$ cat src/rtl/wb_uart_pkg.sv
// Shared constants and state types for the Wishbone UART.
package wb_uart_pkg;

  localparam logic [1:0] REG_DATA   = 2'd0;
  localparam logic [1:0] REG_STATUS = 2'd1;
  localparam logic [1:0] REG_DIV    = 2'd2;
  localparam logic [1:0] REG_CTRL   = 2'd3;

  localparam int unsigned ST_TX_FULL    = 0;
  localparam int unsigned ST_TX_EMPTY   = 1;
  localparam int unsigned ST_RX_VALID   = 2;
  localparam int unsigned ST_RX_FULL    = 3;
  localparam int unsigned ST_RX_OVERRUN = 4;
  localparam int unsigned ST_TX_BUSY    = 5;
  localparam int unsigned ST_FRAME_ERR  = 6;
  localparam int unsigned ST_TX_OVF     = 7;

  localparam int unsigned DEFAULT_DIV_C = 868;

  typedef enum logic [1:0] {TX_IDLE, TX_START, TX_DATA, TX_STOP} tx_state_t;
  typedef enum logic [1:0] {RX_IDLE, RX_START, RX_DATA, RX_STOP} rx_state_t;

endpackage

$ cat src/rtl/wb_if.sv
// Wishbone B4 pipelined bus bundle shared by interconnect and slaves.
interface wb_if (
  input logic clk,
  input logic rst
);
  logic        cyc;
  logic        stb;
  logic        we;
  logic [31:0] adr;
  logic [3:0]  sel;
  logic [31:0] wdata;
  logic [31:0] rdata;
  logic        ack;
  logic        err;
  logic        stall;

  modport master (input clk, rst, rdata, ack, err, stall,
                  output cyc, stb, we, adr, sel, wdata);
  modport slave  (input clk, rst, cyc, stb, we, adr, sel, wdata,
                  output rdata, ack, err, stall);
endinterface

$ cat src/rtl/sync_fifo.sv
// Single-clock FIFO with combinational head; push ignored when full, pop when empty.
module sync_fifo #(
  parameter int unsigned WIDTH = 8,
  parameter int unsigned DEPTH = 16
) (
  input  logic             clk,
  input  logic             rst,
  input  logic             push,
  input  logic             pop,
  input  logic [WIDTH-1:0] wdata,
  output logic [WIDTH-1:0] rdata,
  output logic             full,
  output logic             empty
);
  localparam int unsigned AW = (DEPTH > 1) ? $clog2(DEPTH) : 1;

  logic [WIDTH-1:0] mem [DEPTH];
  logic [AW-1:0]    wptr;
  logic [AW-1:0]    rptr;
  logic [AW:0]      count;
  logic             do_push;
  logic             do_pop;

  assign do_push = push & ~full;
  assign do_pop  = pop & ~empty;
  assign full    = (count == (AW+1)'(DEPTH));
  assign empty   = (count == '0);
  assign rdata   = mem[rptr];

  always_ff @(posedge clk) begin
    if (do_push) mem[wptr] <= wdata;
  end

  always_ff @(posedge clk) begin
    if (rst) begin
      wptr  <= '0;
      rptr  <= '0;
      count <= '0;
    end else begin
      if (do_push) wptr <= wptr + 1'b1;
      if (do_pop)  rptr <= rptr + 1'b1;
      case ({do_push, do_pop})
        2'b10:   count <= count + 1'b1;
        2'b01:   count <= count - 1'b1;
        default: count <= count;
      endcase
    end
  end

endmodule

$ cat src/rtl/wb_uart.sv
// Wishbone B4 pipelined 8N1 UART: zero-stall slave, single-cycle ack, TX/RX FIFOs.
module wb_uart
  import wb_uart_pkg::*;
#(
  parameter int unsigned FIFO_DEPTH  = 16,
  parameter int unsigned DIV_WIDTH   = 16,
  parameter int unsigned DEFAULT_DIV = DEFAULT_DIV_C
) (
  input  logic clk,
  input  logic rst,
  wb_if.slave  wb,
  output logic txd,
  input  logic rxd,
  output logic irq
);
  logic                 acc, wr_data, rd_data, wr_status, wr_div, wr_ctrl;
  logic [1:0]           reg_sel;
  logic [DIV_WIDTH-1:0] div_q, eff_div;
  logic [1:0]           ctrl_q;
  logic                 rx_overrun, frame_err, tx_ovf;
  logic [7:0]           status, w1c;
  logic [31:0]          rd_val, rdata_q;
  logic                 ack_q, irq_q, unused_bits;
  logic                 tx_full, tx_empty, tx_pop, rx_full, rx_empty, rx_push;
  logic [7:0]           tx_head, rx_head;
  logic                 rx_ovr_set, fe_set;

  tx_state_t            tx_state, tx_next;
  logic [DIV_WIDTH-1:0] tx_timer;
  logic [7:0]           tx_shift;
  logic [2:0]           tx_bits;
  logic                 tx_bound, tx_busy, txd_q;

  rx_state_t            rx_state, rx_next;
  logic [DIV_WIDTH-1:0] rx_timer;
  logic [7:0]           rx_shift;
  logic [2:0]           rx_bits;
  logic                 rx_bound, rx_s1, rx_s2, rx_prev;

  assign acc       = wb.cyc & wb.stb;
  assign reg_sel   = wb.adr[3:2];
  assign wr_data   = acc & wb.we & (reg_sel == REG_DATA) & wb.sel[0];
  assign rd_data   = acc & ~wb.we & (reg_sel == REG_DATA);
  assign wr_status = acc & wb.we & (reg_sel == REG_STATUS) & wb.sel[0];
  assign wr_div    = acc & wb.we & (reg_sel == REG_DIV);
  assign wr_ctrl   = acc & wb.we & (reg_sel == REG_CTRL) & wb.sel[0];
  assign w1c       = wr_status ? wb.wdata[7:0] : '0;
  assign eff_div   = (div_q < DIV_WIDTH'(4)) ? DIV_WIDTH'(4) : div_q;
  assign tx_busy   = (tx_state != TX_IDLE);
  assign tx_bound  = (tx_timer == '0);
  assign rx_bound  = (rx_timer == '0);
  assign unused_bits = ^{wb.clk, wb.rst, wb.adr, wb.wdata, wb.sel};

  sync_fifo #(.WIDTH(8), .DEPTH(FIFO_DEPTH)) u_tx_fifo (
    .clk(clk), .rst(rst), .push(wr_data), .pop(tx_pop), .wdata(wb.wdata[7:0]),
    .rdata(tx_head), .full(tx_full), .empty(tx_empty));

  sync_fifo #(.WIDTH(8), .DEPTH(FIFO_DEPTH)) u_rx_fifo (
    .clk(clk), .rst(rst), .push(rx_push), .pop(rd_data), .wdata(rx_shift),
    .rdata(rx_head), .full(rx_full), .empty(rx_empty));

  always_comb begin
    status                = '0;
    status[ST_TX_FULL]    = tx_full;
    status[ST_TX_EMPTY]   = tx_empty;
    status[ST_RX_VALID]   = ~rx_empty;
    status[ST_RX_FULL]    = rx_full;
    status[ST_RX_OVERRUN] = rx_overrun;
    status[ST_TX_BUSY]    = tx_busy;
    status[ST_FRAME_ERR]  = frame_err;
    status[ST_TX_OVF]     = tx_ovf;
    rd_val = '0;
    case (reg_sel)
      REG_DATA:   if (!rx_empty) rd_val[7:0] = rx_head;
      REG_STATUS: rd_val[7:0] = status;
      REG_DIV:    rd_val[DIV_WIDTH-1:0] = div_q;
      REG_CTRL:   rd_val[1:0] = ctrl_q;
      default:    rd_val = '0;
    endcase
  end

  always_ff @(posedge clk) begin
    if (rst) begin
      ack_q      <= 1'b0;
      rdata_q    <= '0;
      div_q      <= DIV_WIDTH'(DEFAULT_DIV);
      ctrl_q     <= '0;
      tx_ovf     <= 1'b0;
      rx_overrun <= 1'b0;
      frame_err  <= 1'b0;
      irq_q      <= 1'b0;
    end else begin
      ack_q   <= acc;
      rdata_q <= (acc & ~wb.we) ? rd_val : '0;
      if (wr_div) begin
        for (int unsigned i = 0; i < DIV_WIDTH; i++)
          if (wb.sel[i/8]) div_q[i] <= wb.wdata[i];
      end
      if (wr_ctrl) ctrl_q <= wb.wdata[1:0];
      // A set in the same cycle as its write-1-to-clear must win.
      tx_ovf     <= (wr_data & tx_full) | (tx_ovf & ~w1c[ST_TX_OVF]);
      rx_overrun <= rx_ovr_set | (rx_overrun & ~w1c[ST_RX_OVERRUN]);
      frame_err  <= fe_set | (frame_err & ~w1c[ST_FRAME_ERR]);
      irq_q      <= (ctrl_q[0] & ~rx_empty) | (ctrl_q[1] & tx_empty & ~tx_busy);
    end
  end

  assign wb.ack   = ack_q;
  assign wb.rdata = rdata_q;
  assign wb.err   = 1'b0;
  assign wb.stall = 1'b0;
  assign txd      = txd_q;
  assign irq      = irq_q;

  always_comb begin
    tx_next = tx_state;
    tx_pop  = 1'b0;
    case (tx_state)
      TX_IDLE:  if (!tx_empty) begin tx_pop = 1'b1; tx_next = TX_START; end
      TX_START: if (tx_bound) tx_next = TX_DATA;
      TX_DATA:  if (tx_bound && tx_bits == 3'd7) tx_next = TX_STOP;
      TX_STOP:  if (tx_bound) begin
                  if (!tx_empty) begin tx_pop = 1'b1; tx_next = TX_START; end
                  else tx_next = TX_IDLE;
                end
      default:  tx_next = TX_IDLE;
    endcase
  end

  always_ff @(posedge clk) begin
    if (rst) begin
      tx_state <= TX_IDLE;
      tx_timer <= '0;
      tx_shift <= '0;
      tx_bits  <= '0;
      txd_q    <= 1'b1;
    end else begin
      tx_state <= tx_next;
      // Timer reloads at every bit boundary, so DIV writes apply from the next bit.
      if (tx_state != TX_IDLE && !tx_bound) tx_timer <= tx_timer - 1'b1;
      else                                  tx_timer <= eff_div - 1'b1;
      if (tx_pop) begin
        tx_shift <= tx_head;
        txd_q    <= 1'b0;
      end else if (tx_state == TX_START && tx_bound) begin
        txd_q    <= tx_shift[0];
        tx_shift <= tx_shift >> 1;
        tx_bits  <= '0;
      end else if (tx_state == TX_DATA && tx_bound) begin
        if (tx_bits == 3'd7) begin
          txd_q <= 1'b1;
        end else begin
          txd_q    <= tx_shift[0];
          tx_shift <= tx_shift >> 1;
          tx_bits  <= tx_bits + 1'b1;
        end
      end
    end
  end

  always_comb begin
    rx_next    = rx_state;
    rx_push    = 1'b0;
    rx_ovr_set = 1'b0;
    fe_set     = 1'b0;
    case (rx_state)
      RX_IDLE:  if (rx_prev & ~rx_s2) rx_next = RX_START;
      RX_START: if (rx_bound) rx_next = rx_s2 ? RX_IDLE : RX_DATA;
      RX_DATA:  if (rx_bound && rx_bits == 3'd7) rx_next = RX_STOP;
      RX_STOP:  if (rx_bound) begin
                  rx_next = RX_IDLE;
                  if (rx_s2) begin rx_push = 1'b1; rx_ovr_set = rx_full; end
                  else fe_set = 1'b1;
                end
      default:  rx_next = RX_IDLE;
    endcase
  end

  always_ff @(posedge clk) begin
    if (rst) begin
      rx_s1    <= 1'b1;
      rx_s2    <= 1'b1;
      rx_prev  <= 1'b1;
      rx_state <= RX_IDLE;
      rx_timer <= '0;
      rx_shift <= '0;
      rx_bits  <= '0;
    end else begin
      rx_s1    <= rxd;
      rx_s2    <= rx_s1;
      rx_prev  <= rx_s2;
      rx_state <= rx_next;
      if (rx_state == RX_IDLE)  rx_timer <= (eff_div >> 1) - 1'b1;
      else if (!rx_bound)       rx_timer <= rx_timer - 1'b1;
      else                      rx_timer <= eff_div - 1'b1;
      if (rx_state == RX_START && rx_bound) rx_bits <= '0;
      if (rx_state == RX_DATA && rx_bound) begin
        rx_shift <= {rx_s2, rx_shift[7:1]};
        rx_bits  <= rx_bits + 1'b1;
      end
    end
  end

endmodule

$ cat src/flat_wrapper.sv
// flat-port wrapper written by rule: the top's interface ports become plain ports
module wb_uart_flat import wb_uart_pkg::*;
#(
  parameter int unsigned FIFO_DEPTH  = 16,
  parameter int unsigned DIV_WIDTH   = 16,
  parameter int unsigned DEFAULT_DIV = DEFAULT_DIV_C
)
  (clk, rst, txd, rxd, irq, wb_cyc, wb_stb, wb_we, wb_adr, wb_sel, wb_wdata, wb_rdata, wb_ack, wb_err, wb_stall);
  wb_if wb_i (.clk(clk), .rst(rst));
  input  logic clk;
  input  logic rst;
  output logic txd;
  input  logic rxd;
  output logic irq;
  input wire logic [$bits(wb_i.cyc)-1:0] wb_cyc;
  input wire logic [$bits(wb_i.stb)-1:0] wb_stb;
  input wire logic [$bits(wb_i.we)-1:0] wb_we;
  input wire logic [$bits(wb_i.adr)-1:0] wb_adr;
  input wire logic [$bits(wb_i.sel)-1:0] wb_sel;
  input wire logic [$bits(wb_i.wdata)-1:0] wb_wdata;
  output wire logic [$bits(wb_i.rdata)-1:0] wb_rdata;
  output wire logic [$bits(wb_i.ack)-1:0] wb_ack;
  output wire logic [$bits(wb_i.err)-1:0] wb_err;
  output wire logic [$bits(wb_i.stall)-1:0] wb_stall;
  assign wb_i.cyc = wb_cyc;
  assign wb_i.stb = wb_stb;
  assign wb_i.we = wb_we;
  assign wb_i.adr = wb_adr;
  assign wb_i.sel = wb_sel;
  assign wb_i.wdata = wb_wdata;
  assign wb_rdata = wb_i.rdata;
  assign wb_ack = wb_i.ack;
  assign wb_err = wb_i.err;
  assign wb_stall = wb_i.stall;
  wb_uart #(.FIFO_DEPTH(FIFO_DEPTH), .DIV_WIDTH(DIV_WIDTH), .DEFAULT_DIV(DEFAULT_DIV)) u_core (.clk(clk), .rst(rst), .wb(wb_i), .txd(txd), .rxd(rxd), .irq(irq));
endmodule
$ cat config.mk
export PLATFORM = sky130hd
export DESIGN_NAME = wb_uart_flat
export DESIGN_NICKNAME = d
export VERILOG_FILES = /design/src/rtl/wb_uart_pkg.sv /design/src/rtl/wb_if.sv /design/src/rtl/sync_fifo.sv /design/src/rtl/wb_uart.sv /design/src/flat_wrapper.sv
export SDC_FILE = /design/constraint.sdc
export NUM_CORES = 1
export LEC_CHECK = 0
export CORE_ASPECT_RATIO = 1.25
export CORE_UTILIZATION = 59
export DETAILED_ROUTE_END_ITERATION = 8
export PLACE_DENSITY = 0.84
export REMOVE_ABC_BUFFERS = 1
export SYNTH_ARGS = -nofsm -noshare
export SYNTH_HDL_FRONTEND = slang
export SYNTH_HIERARCHICAL = 1
export SYNTH_SLANG_ARGS = --single-unit
$ cat constraint.sdc
create_clock -name clk -period 4.41 [get_ports clk]
set_clock_uncertainty 0.2 [all_clocks]
set_input_delay 0.882 -clock clk [delete_from_list [all_inputs] [get_ports clk]]
set_output_delay 0.882 -clock clk [all_outputs]
set_load 0.01 [all_outputs]
---- Word-level counts from Yosys, hierarchy flattened ----
Memory sizes are Yosys's and may differ from the RTL's. A register that Yosys moved wholly into a read port is not among the register bits.
Cells that the tools add are included.
word-level totals
  register bits ........................... 143
  memory bits (writable) .................. 256
  bits of input ports ..................... 74
  word-level logic and storage cells ...... 197
  memories kept ........................... 2
cells by class
  add/sub/neg operators ................... 14
  magnitude comparators ................... 1
  equality and inequality tests ........... 27
  muxes and demuxes ....................... 55
  bitwise gates (word level) .............. 40
  reductions and logical operators ........ 29
memory list
  name                  depth  bits a word  rd ports  clocked after memory_dff  write ports  line             source
  u_core.u_rx_fifo.mem  16     8            1         1                         1            sync_fifo.sv:17  logic [WIDTH-1:0] mem [DEPTH];
  u_core.u_tx_fifo.mem  16     8            1         1                         1            sync_fifo.sv:17
operators by type and width
  kind                                                  count
  two-way mux 16 bit                                    4
  two-way mux 8 bit                                     6
  subtractor 16 x 1 -> 16 bit (second input constant)   3
  zero test 16 bit                                      2
  one-hot mux 2 bit (4 select lines)                    3
  bitwise AND 1 bit                                     23
  two-way mux 1 bit                                     20
  one-hot mux 5 bit (2 select lines)                    2
  two-way mux 2 bit                                     9
  one-hot mux 6 bit (3 select lines)                    1
  adder 4 x 1 -> 4 bit (second input constant)          4
  equality test 2 bit (second input constant)           8
  < comparator 16 x 3 -> 1 bit (second input constant)  1
  two-way mux 4 bit                                     4
  != test 2 x 1 -> 1 bit (second input constant)        8
  subtractor 15 x 1 -> 16 bit (second input constant)   1
  two-way mux 3 bit                                     5
  NOT 1 bit                                             13
  adder 5 x 1 -> 5 bit (second input constant)          2
  equality test 2 x 1 -> 1 bit (second input constant)  5
  equality test 5 bit (second input constant)           2
  zero test 5 bit                                       2
  nonzero test 2 bit                                    5
  subtractor 5 x 1 -> 5 bit (second input constant)     2
  15 further kinds                                      31

---- Depth between registers and ports, before layout ----
  word-level depth ........................ 8
  depth in mapped cells ................... 18

---- Hierarchy ----
Netlist, hierarchy kept.
modules (own cells, without submodules)
  module     times used  cells an instance  area an instance (µm²)  sequential area each (µm²)
  sync_fifo  2           330                5891.9                  4184.0
  wb_uart    1           651                5451.5                  2021.9

---- Worst setup path before layout ----
OpenSTA, ideal clock, no wires.
  path type ............................... reg2reg
  start ................................... register u_core.u_tx_fifo.count[1]
  end ..................................... register u_core.u_tx_fifo.count[4]
  arrival ................................. 3.589 ns
  data required time ...................... 4.081 ns
  setup slack ............................. 0.492 ns
  cell stages (with the launch flop) ...... 18
  path buffers ............................ 3
  path through ............................ dfxtp_1 > buf_6 > or4_4 > buf_6 > nor2_1 > nor2_1 > and3_1 > a22oi_1 > inv_1 > o21ai_4 > inv_1 > ha_1 > clkbuf_1 > xor2_1 > ha_1 > o31ai_1 > o22ai_1 > nand4bb_1
on the way
  longest elaborated chain between the ends .. 7
ends and longest elaborated chain
  element                                                                   line                            source
  from (decl)                                                               sync_fifo.sv:20                 logic [AW:0] count;
  from (signal assigned)                                                    sync_fifo.sv:43                 2'b10: count <= count + 1'b1;
  from (signal assigned)                                                    sync_fifo.sv:44                 2'b01: count <= count - 1'b1;
  from (signal assigned)                                                    sync_fifo.sv:45                 default: count <= count;
  zero test 5 bit (*)                                                       sync_fifo.sv:27                 assign empty = (count == '0);
  named net u_core.tx_empty                                                 wb_uart.sv:24                   logic tx_full, tx_empty, tx_pop, rx_full, rx_empty, rx_push;
  two-way mux 1 bit (*)                                                     wb_uart.sv:119, wb_uart.sv:123
  two-way mux 1 bit                                                         wb_uart.sv:122                  TX_STOP: if (tx_bound) begin
  one-hot mux 1 bit (2 select lines) (*)                                    wb_uart.sv:118                  case (tx_state)
  named net u_core.tx_pop                                                   wb_uart.sv:24
  bitwise AND 1 bit (*)                                                     sync_fifo.sv:25                 assign do_pop = pop & ~empty;
  named net u_core.u_tx_fifo.do_pop                                         sync_fifo.sv:22                 logic do_pop;
  equality test 2 x 1 -> 1 bit or equality test 2 bit (tied branches)       sync_fifo.sv:42                 case ({do_push, do_pop})
  one-hot mux 5 bit (2 select lines) or nonzero test 2 bit (tied branches)  --
The timed path passes the listed nets; every way through them passes the cells marked *.
A chain may end at the register's enable or synchronous reset.

---- Worst setup path after layout ----
  start ................................... register u_core.div_q[2]
  end ..................................... register u_core.rx_timer[9]
on the way
  longest elaborated chain between the ends .. 5
ends and longest elaborated chain
  element                            line            source
  from (decl)                        wb_uart.sv:18   logic [DIV_WIDTH-1:0] div_q, eff_div;
  from (signal assigned)             wb_uart.sv:86   div_q <= DIV_WIDTH'(DEFAULT_DIV);
  from (signal, indexed assignment)  wb_uart.sv:97   if (wb.sel[i/8]) div_q[i] <= wb.wdata[i];
  < comparator 16 x 3 -> 1 bit       wb_uart.sv:48   assign eff_div = (div_q < DIV_WIDTH'(4)) ? DIV_WIDTH'(4) : div_q;
  two-way mux 16 bit (*)             wb_uart.sv:48
  subtractor 16 x 1 -> 16 bit        wb_uart.sv:195  else rx_timer <= eff_div - 1'b1;
  two-way mux 16 bit                 wb_uart.sv:194  else if (!rx_bound) rx_timer <= rx_timer - 1'b1;
  two-way mux 16 bit (*)             wb_uart.sv:193  if (rx_state == RX_IDLE) rx_timer <= (eff_div >> 1) - 1'b1;
  to (signal assigned)               wb_uart.sv:193
  to (signal assigned)               wb_uart.sv:194
  to (signal assigned)               wb_uart.sv:195
  to (decl)                          wb_uart.sv:35   logic [DIV_WIDTH-1:0] rx_timer;
Every way passes the cells marked *; elsewhere a longest branch is shown, timed or not.

==> flow_metrics.tcl <==
set metrics [dict create \
    leakage_uw 0.00654 \
    fin_ws_ns 0.271 \
    synthTopCellsByCount "edfxtp_1, dfxtp_1, nor2_1" \
    vias 11165 \
    clockPowerShare_pct 43.1 \
    dp_worst_setup_slack_ns 0.204 \
    hpwl_mm 26.2 \
    crit_start "u_core/div_q[2]" \
    regArea_um2 10400 \
    routed_via_density 6.30 \
    synth.ff_latch_count 391 \
    fin_tns_setup_ns 0 \
    grt_pass1_wl_mm 61.8 \
    path_cells "nor4_2 > nand4_1 > nand2_1 > ha_1 > or4b_2 > o41ai_1 > o211ai_1 > a221o_1" \
    yosys_warnings 6 \
    power_frac_seq_pct 51.9 \
    antenna_found_initial 1 \
    cpPeakStageDelay_ns 0.96 \
    synth.top_cell.area_share_pct 44.6 \
    arrival_ns 4.36 \
    drt_iter0_markers 1114 \
    cts_sinks 391 \
    synthTopCellsByArea "edfxtp_1, dfxtp_1, mux4_2" \
    setup_viol 0 \
    wl_per_cell_um 22.6 \
    clkTransAtPathRegs_ns 0.06 \
    syn_to_final_growth_pct 12.0 \
    grt_remaining_overflow 0 \
    swShare_pct 21.6 \
    end_kind "register" \
    cts_inserted_buffers 38 \
    timing.rr.start "u_core/div_q[2]" \
    antenna_cells 0 \
    hold_viol 0 \
    grt_pass1_vias 11114 \
    cp_slowest_cell "nor4_2" \
    max_freq_ghz 0.242 \
    synth_xor_area_share_pct 2.13 \
    portBuffers 44 \
    post-route-drc-count 0 \
    track_usage_pct 27.3 \
    syn_area_um2 17200 \
    worstMarginPinSlew_ns 1.18 \
    rsz0062_at_grt "no" \
    std_cell_rows 69 \
    gp_congestion 0.941 \
    synth_top_flop_cell "edfxtp_1" \
    die_w_um 155 \
    cts_tree "built" \
    dpl.cell_count 1701 \
    synth_compound_area_share_pct 9.30 \
    drv_slew 0 \
    fin_cells 1771 \
    required_ns 4.63 \
    die-area_um2 29900 \
    comb_power_share_pct 5.0 \
    critPathLaunchType "register" \
    max_cap_viol_count 0 \
    cpLargestDelayFamily "simple AND/OR/NAND/NOR gates" \
    final_layout_size_suffix_gt1_share_pct 14.6 \
    ys_seq_area_share_pct 60.3 \
    hp-start "u_core/rx_s1" \
    worstSkewPairLatency_ns 0.54 \
    yosys.area.top_type "edfxtp_1" \
    grt_max_degree 47 \
    multi_input_area_um2 6340 \
    clockRootBuffer "clkbuf_16" \
    synth_top_family_by_area "simple AND/OR/NAND/NOR gates" \
    yosysMostFrequentCell "edfxtp_1" \
    synthMuxAreaShare_pct 11.0 \
    drtAntennaViolNets 0 \
    fin_crit_ns 4.14 \
    post-cts-setup-buffers 0 \
    power.switching_uw 1650 \
    start_util_pct 60.3 \
    clock_path_buffers 3 \
    vdd_drop_max_mv 0.342 \
    routed_wl_mm 39.9 \
    avgSynthCellArea_um2 13.1 \
    async_flop_share_pct 0 \
    power_density_nw_per_um2 396 \
    pin_count 111 \
    relSlewSlack_pct 21.3 \
    hp-class "register to register" \
    synth_enable_flop_cells 256 \
    postSynthCellCount 1311 \
    ctsHtreeMaxLevel 2 \
    synth-simple-area-share_pct 11.7 \
    synth.distinct_cells 82 \
    critPathKind "register to register" \
    crit_fanout 10 \
    nFillCells 1910 \
    coreArea_um2 28600 \
    die_y_um 193 \
    synthAdderAreaFrac_pct 2.18 \
    dr.pass1.iters 5 \
    status "finished clean" \
    critPathBufInv 0 \
    fin_nets 1455 \
    p_int_uw 5990 \
    fin_crit_sh_pct 93.8 \
]
kinds of logic after synthesis:
| kind of cell | Yosys count |
|---|---|
| multiplexers | 109 |
| flip-flops | 391 |
| other | 1 |
| AND/OR/NAND/NOR | 396 |
| XOR/XNOR | 42 |
| adder cells (fa/ha/maj) | 30 |
| AO/OA/AOI/OAI | 219 |
| buffers and inverters | 123 |
worst register-to-register path: stages (launching register included):
cell	delay, ns
dfxtp_1	0.40
nor4_2	0.96
nand4_1	0.26
nand2_1	0.21
ha_1	0.24
or4b_2	0.68
o41ai_1	0.39
o211ai_1	0.29
a221o_1	0.40
sequential cells by signal, indices dropped and copies added, names as in the netlist, 2 cells and up, named ones only:
signal                  count
u_core/u_rx_fifo/mem      128
u_core/u_tx_fifo/mem      128
u_core/div_q               16
u_core/rx_timer            16
u_core/tx_timer            16
u_core/wb.rdata            16
u_core/rx_shift             8
u_core/tx_shift             8
u_core/u_rx_fifo/count      5
u_core/u_tx_fifo/count      5
u_core/u_rx_fifo/rptr       4
u_core/u_rx_fifo/wptr       4
u_core/u_tx_fifo/rptr       4
u_core/u_tx_fifo/wptr       4
u_core/rx_bits              3
u_core/tx_bits              3
u_core/ctrl_q               2
u_core/tx_state             2
metrics by stage:
stage / total power, uW / hold slack (ns) / cell area (um2) / utilization, %
after floorplan: 4270 / 0.189 / 16800 / -
after global placement: 4400 / 0.197 / 18000 / 63.0
after detailed placement: 4420 / 0.196 / 18000 / 63.0
after CTS: 7680 / 0.211 / 19300 / 67.5
after global routing: 7870 / 0.233 / 19300 / 67.5
final: 7640 / 0.209 / 19300 / 67.5
layer usage:
metal / vias up / GRT usage (%) / part of all wire (%)
met5: - / 0 / 0.028
met4: 2 / 13.2 / 4.3
met3: 101 / 3.55 / 6.2
met2: 452 / 48.0 / 51
met1: 5574 / 33.5 / 38
li1: 5036 / - / -
cell usage in the layout (no fill, tap or decap), types with 22 or more instances in the layout:
cell type,n
a21oi_1,48
edfxtp_1,256
nand2_1,85
mux4_2,64
ha_1,30
buf_4,36
inv_1,25
mux2i_1,42
nor3_1,25
clkdlybuf4s50_1,43
o21ai_0,24
nand3_1,22
clkbuf_16,39
a22oi_1,37
dfxtp_1,131
nor2_1,134
power groups by stage:
stage / clock network, uW / registers (uW) / logic, uW
after detailed placement: 0 / 4040 / 376
after CTS: 3340 / 3960 / 381
after global placement: 0 / 4040 / 368
final: 3290 / 3960 / 385
after floorplan: 0 / 4030 / 241
after global routing: 3480 / 3960 / 427
worst paths after layout:
path,to,slack (ns),depth (start not counted)
max,u_core/rx_timer[9],0.27,8
min,u_core/rx_s2,0.21,1
max reg2reg,u_core/rx_timer[9],0.27,8
min reg2reg,u_core/rx_s2,0.21,1
final cells by class:
| cell class | instances | share of cell area (%) |
|---|---|---|
| sequential | 391 | 53.9 |
| multi-input combinational | 814 | 32.8 |
| clock buffer | 50 | 5.43 |
| timing repair buffer | 79 | 3.63 |
| tap | 390 | 2.53 |
| clock inverter | 20 | 1.19 |
| inverter | 27 | 0.525 |
repair_timing:
item,CTS,global route
endpoints found under the setup margin,0,1
hold buffers,0,0
resized for setup,0,1
endpoints found under the hold margin,0,0
(Power assumes the default switching activity.)
